## config.mk

```make
export PLATFORM = sky130hd
export DESIGN_NAME = rptr_empty_ctrl
export DESIGN_NICKNAME = d
export VERILOG_FILES = /design/src/rtl/rptr_empty_ctrl.sv
export SDC_FILE = /design/constraint.sdc
export NUM_CORES = 1
export LEC_CHECK = 0
export ABC_AREA = 1
export BUFFER_PORTS_ARGS = -buffer_cell sky130_fd_sc_hd__buf_2
export CELL_PAD_IN_SITES_DETAIL_PLACEMENT = 1
export CELL_PAD_IN_SITES_GLOBAL_PLACEMENT = 1
export CORE_ASPECT_RATIO = 0.75
export CORE_MARGIN = 2
export CORE_UTILIZATION = 39
export CTS_CLUSTER_SIZE = 12
export DETAILED_ROUTE_END_ITERATION = 6
export HOLD_SLACK_MARGIN = 0.1
export PLACE_DENSITY = 0.93
export SETUP_SLACK_MARGIN = 0.5
export SYNTH_ARGS = -nofsm -noshare
export SYNTH_HDL_FRONTEND = slang
export SYNTH_SLANG_ARGS = --single-unit
```

## constraint.sdc

```tcl
create_clock -name rclk -period 5.89 [get_ports rclk]
set_clock_uncertainty 0.15 [all_clocks]
set_input_delay 0.589 -clock rclk [delete_from_list [all_inputs] [get_ports rclk]]
set_output_delay 0.589 -clock rclk [all_outputs]
set_load 0.01 [all_outputs]
```

## src/rtl/rptr_empty_ctrl.sv

```systemverilog
// Read-side pointer, empty/almost-empty, level and underflow tracking
// for an async FIFO, clocked entirely by rclk.
module rptr_empty_ctrl #(
  parameter int ADDRSIZE  = 4,
  parameter int AE_THRESH = 2
) (
  input  logic                rclk,
  input  logic                rrst_n,
  input  logic                rinc,
  input  logic [ADDRSIZE:0]   rq2_wptr,
  input  logic                rerr_clr,
  output logic [ADDRSIZE-1:0] raddr,
  output logic [ADDRSIZE:0]   rptr,
  output logic                rempty,
  output logic                ralmost_empty,
  output logic [ADDRSIZE:0]   rlevel,
  output logic                rerr_underflow
);

  localparam logic [ADDRSIZE:0] AE_LIM = (ADDRSIZE+1)'(AE_THRESH);

  logic [ADDRSIZE:0] r_bin;
  logic [ADDRSIZE:0] r_gray;
  logic              r_empty;
  logic              r_ae;
  logic [ADDRSIZE:0] r_level;
  logic              r_err;

  logic              w_pop;
  logic [ADDRSIZE:0] w_binnext;
  logic [ADDRSIZE:0] w_graynext;
  logic [ADDRSIZE:0] w_wbin;
  logic [ADDRSIZE:0] w_levelnext;

  // Pop qualification and next pointer values
  always_comb begin
    w_pop      = rinc & ~r_empty;
    w_binnext  = r_bin + {{ADDRSIZE{1'b0}}, w_pop};
    w_graynext = (w_binnext >> 1) ^ w_binnext;
  end

  // Decode the synchronized Gray write pointer: bit i is XOR of bits MSB..i
  always_comb begin
    w_wbin = '0;
    for (int i = 0; i <= ADDRSIZE; i++) begin
      w_wbin[i] = ^(rq2_wptr >> i);
    end
  end

  // Occupancy seen after this edge's pop, modulo pointer range
  always_comb begin
    w_levelnext = w_wbin - w_binnext;
  end

  // Pointer, flag and level registers
  always_ff @(posedge rclk) begin
    if (!rrst_n) begin
      r_bin   <= '0;
      r_gray  <= '0;
      r_empty <= 1'b1;
      r_ae    <= 1'b1;
      r_level <= '0;
    end else begin
      r_bin   <= w_binnext;
      r_gray  <= w_graynext;
      r_empty <= (w_graynext == rq2_wptr);
      r_ae    <= (w_levelnext <= AE_LIM);
      r_level <= w_levelnext;
    end
  end

  // Sticky underflow; a new underflow beats a simultaneous clear
  always_ff @(posedge rclk) begin
    if (!rrst_n) begin
      r_err <= 1'b0;
    end else if (rinc && r_empty) begin
      r_err <= 1'b1;
    end else if (rerr_clr) begin
      r_err <= 1'b0;
    end
  end

  assign raddr          = r_bin[ADDRSIZE-1:0];
  assign rptr           = r_gray;
  assign rempty         = r_empty;
  assign ralmost_empty  = r_ae;
  assign rlevel         = r_level;
  assign rerr_underflow = r_err;

endmodule

```

# Yosys cells after proc, flatten, opt, wreduce, memory -nomap -nowiden
# Cells that the tools add are included.
# W data, S select, Z words.
[classes]
n_mux = 2
n_bitwise = 3
reduce_logical = 7
n_eq_ne = 1
n_lt_le_gt_ge = 1
n_addsub = 2
[ops]
columns = ["op", "n"]
rows = [
  ["$reduce_xor A5 Y1", 5],
  ["$add A5 B1 Y5", 1],
  ["$eq A5 B5 Y1", 1],
  ["$le A5 B2 Y1 const B", 1],
  ["$sub A5 B5 Y5", 1],
  ["$xor A4 B5 Y5", 1],
  ["$mux W1", 2],
  ["$reduce_bool A2 Y1", 1],
  ["$and A1 B1 Y1", 1],
  ["$logic_and A1 B1 Y1", 1],
  ["$not A1 Y1", 1],
]
[word_totals]
regBits = 18
word_cells = 22

# Logic depth before layout (Yosys ltp)
[logic_depth]
ltp_word = 5
ltp_mapped = 17
ltp_nobuf = 17

# Least setup slack after synthesis
# OpenSTA, ideal clock, no wires.
[synth_timing]
kind = "input -> register"
from = "input port rinc"
to = "register r_ae, in the netlist ralmost_empty"
path_buffers = 0
cell_stages = 15
arrival_ps = 2098
setup_slack_ps = 3529
setup_ps = 113
path_cell_list = "inv_1 nor2_1 ha_1 ha_1 inv_1 nand2_4 nand2_1 inv_1 ha_1 inv_1 nand2_2 nand3_1 a21oi_2 nor2_2 nor2_2"
[synth_between]
elab_chain_len = 4
[synth_rtl]
columns = ["element", "line_no", "rtl"]
rows = [
  ["from (decl)", "9", "input logic rinc,"],
  ["$and A1 B1 Y1", "37", "w_pop = rinc & ~r_empty;"],
  ["$add A5 B1 Y5", "38", "w_binnext = r_bin + {{ADDRSIZE{1'b0}}, w_pop};"],
  ["via w_binnext[1]", "30", "logic [ADDRSIZE:0] w_binnext;"],
  ["$sub A5 B5 Y5", "52", "w_levelnext = w_wbin - w_binnext;"],
  ["$le A5 B2 Y1", "67", "r_ae <= (w_levelnext <= AE_LIM);"],
  ["to (signal assigned)", "67", ""],
  ["to (decl)", "25", "logic r_ae;"],
]
# The timed path passes the listed nets, and every way through them passes these cells.
# A chain may end at the register's enable or synchronous reset.

# Worst setup path in the final report
# Same ends and word-level chain as after synthesis.

==> results.md <==
* Status: complete, no violations
* # fillers at around 360
* Critical path launch point type: input pin
* Pwr Density at 219 mW/mm2
* Routed vias at about 1000
* Syn_nets at 164
* Reg-to-Reg Start: rempty
* Cell-internal power at approximately 0.18 mW
* Area of the multi-input gates at 608 um2
* Final setup TNS at 0 ps
* Max stage delay on crit path at ~440 ps
* Hold slack final at 326 ps
* DR WL/cell at roughly 13 um
* First-pass GRT wire length at ~4500 um
* GPL Wtd Cong at about 0.77
* Min cycle time layout at between 2000 and 2500 ps
* Hpwl dp at 2360 um
* Hold_buf cts at 0
* Gate power share at a little under a third
* Routed wire length at 2740 um
* Leading cell type in the layout, fill and taps excluded: nand2_1
* Slowest cell on the critical path: ha_1
* Critical path cell sequence: buf_2 -> inv_1 -> nor2_1 -> ha_1 -> ha_1 -> inv_1 -> nand2_4 -> nand2_1 -> inv_1 -> ha_1 -> inv_1 -> nand2_2 -> nand3_1 -> nand3_2 -> nand2_1 -> nor2_2 -> nor2_2
* Max Fclk at about 400 MHz
* Postcts setup bufs at 0
* DRT antenna net count at 0
* Placed cells at between 200 and 250
* CP endpoint kind: flip-flop
* Distinct cell type count after synthesis at 23
* Total power draw at 0.271 mW
* Chip Height at just under 50 um
* Mean Syn Cell Area at roughly 7.0 um2
* Largest net degree at the start of global routing at 11
* Reg2Reg Depth at 15
* Reg-to-reg endpoint: ralmost_empty
* Syn. warnings at 0
* RSZ-0062 raised after global routing: false
* Switching share of power at between 30% and 40%
* CTS resizes at 0
* Hold depth at 2
* Commonest non-fill, non-tap cells in the layout: 49 x nand2_1, 25 x buf_2, 20 x inv_1
* Layout Nets at about 190
* Worst-Margin Slew at between 300 and 400 ps
* I/O pin count at 26
* DRT iter0 DRCs at 27
* DIE AREA at approximately 0.0031 mm2
* Non-Filler Instances at approximately 210
* Final Hold Vio Count at 0
* Clock Power Share at between 20% and 30%
* Max IR drop VDD at 0.0667 mV
* Number of clock sinks at 17
* Setup slack, reg-to-reg at about 3500 ps
* Worst path required time at 5940 ps
* Leak at ~0.69 nW
* Most frequent CP cell: inv_1
* Final Setup Violations at 0
* Clk root buf: clkbuf_4
* GRT busiest layer: met2
* Global route overflow at 0
* Initial Util at about two fifths
* Number of synthesized register bits at 17
* Global Route met3 Usage at between 1.5 and 2%
* Crit Path Max Fanout at 5
* Reg clk slew, reported paths at roughly 110 ps
* Max-Cap Viols at 0
* Row cnt at 16
* Final Cycle Share at 42.0%
* Hold_sp: rerr_underflow
* Hold-critical path endpoint: rerr_underflow
* CP top delay family: adder cells
* Arrival time worst endpoint at roughly 2500 ps
* Vias in the first global route at 1073
* Final worst setup slack at around 3400 ps
* Layout area overhead at 17.8%
* Pre-CTS WS at between 3000 and 4000 ps
* Syn Inst Count at 150
* Ant. Diodes at 0
* Sequential power share at between 40% and 50%
* Clk Latency, worst-skew pair at around 290 ps
* Number of iterations in the first detailed-routing pass at 4
* GR Util met1 at 20.5%
* Share of the synthesized area in the top cell type at about 32%
* Slew HR at 78.2%
* Synth area leaders: dfxtp_1 32%, nand2_1 18%, inv_1 7.2%
* DRC at 0
* GR Util met2 at roughly a third
* Post-synthesis sequential area ratio at roughly 32%
* Netlist Area Pre-Place at 0.00105 mm2
* Critical path buffers and inverters at 5
* Tot GR Track Use at between 10% and 20%
* Hold WC Path Type: flip-flop to flip-flop
* Pins Over Slew Limit at 0
* CTS tree: yes
* Core box area at around 0.0026 mm2
* Vias per cell at 4.83
* Reg area at roughly 340 um2
* Die Wd at around 64 um
* CP Class: input pin to flip-flop
* Port bufs at 25
* Net Switching at ~0.090 mW
* H-tree levels at 1
* Total CTS buffers at 3
* Cell taking the most area after synthesis: dfxtp_1
* Fraction of layout cells with a size suffix above 1 at 26.4%
* CTS max path bufs at 2
* Initial antenna violation count at 0
[through the flow]
stage | utilization, % | cell area, um2
floorplan | - | 1050
global placement | 46.8 | 1210
detailed placement | 46.8 | 1210
CTS | 47.9 | 1240
global route | 47.9 | 1240
finish | 47.9 | 1240
[power groups by stage]
stage               Clock (mW)  Sequential, mW  Combinational (mW)
global placement             0           0.130              0.0766
finish                  0.0609           0.129              0.0815
detailed placement           0           0.131              0.0817
floorplan                    0           0.136              0.0499
global route            0.0679           0.130              0.0922
CTS                     0.0628           0.129              0.0822
[layout make-up]
type | instances | area share, %
Clock buffer | 3 | 1.82
Clock inverter | 1 | 0.405
Inverter | 24 | 7.29
Multi-Input combinational cell | 108 | 49.2
Sequential cell | 17 | 27.5
Tap cell | 36 | 3.64
Timing Repair Buffer | 25 | 10.1
[worst reg2reg max path: stages, from the launching register on]
cell     delay [ps]
dfxtp_1         360
nor2_1           60
ha_1            220
ha_1            440
inv_1           140
nand2_4         110
nand2_1          50
inv_1            50
ha_1            130
inv_1            60
nand2_2          80
nand3_1         120
nand3_2          90
nand2_1          60
nor2_2          110
nor2_2           50
[cells in the mapped netlist]
library cell,number
nor2_4,1
xnor2_4,1
nor3_1,1
nand2_1,49
nand3b_1,1
nand3_1,13
nor2_1,11
nand3_2,1
inv_2,3
dfxtp_1,17
nor2_2,2
nand2_4,1
xor2_2,1
clkinv_1,1
xor2_1,6
inv_1,20
a21oi_1,2
a21oi_2,1
xnor2_1,3
nand4_1,2
buf_6,1
ha_1,5
nand2_2,7
[state kept, by name, indices dropped and copies added (netlist names)]
signal / flops
r_bin: 5
ralmost_empty: 1
rempty: 1
rerr_underflow: 1
rlevel: 5
rptr: 4
[metal layers]
metal | vias to the layer above | wire length, um
li1 | 512 | -
met1 | 497 | 1160
met2 | 19 | 1440
met3 | 6 | 71
met4 | 0 | 61
met5 | - | 0
[cell families (layout without fill, tap and decap cells)]
family | after synthesis | in the layout | share of synthesized area [%]
simple gates | 89 | 89 | 38.5
buf+inv | 25 | 53 | 9.65
flops | 17 | 17 | 32.4
xor+xnor | 11 | 11 | 11.7
fa+ha+maj | 5 | 5 | 5.96
compound gates | 3 | 3 | 1.79
[how the worst max path moves through the flow]
stage	start	to	slack (ps)	cells after the start
5_1_grt	rinc	ralmost_empty	3290	17
6_report	rinc	ralmost_empty	3420	17
3_5_place_dp	rinc	ralmost_empty	3140	17
2_1_floorplan	rinc	ralmost_empty	3530	15
3_3_place_gp	rinc	ralmost_empty	3260	17
4_1_cts	rinc	ralmost_empty	3420	17
No activity file was read; power rests on OpenSTA's default activity.
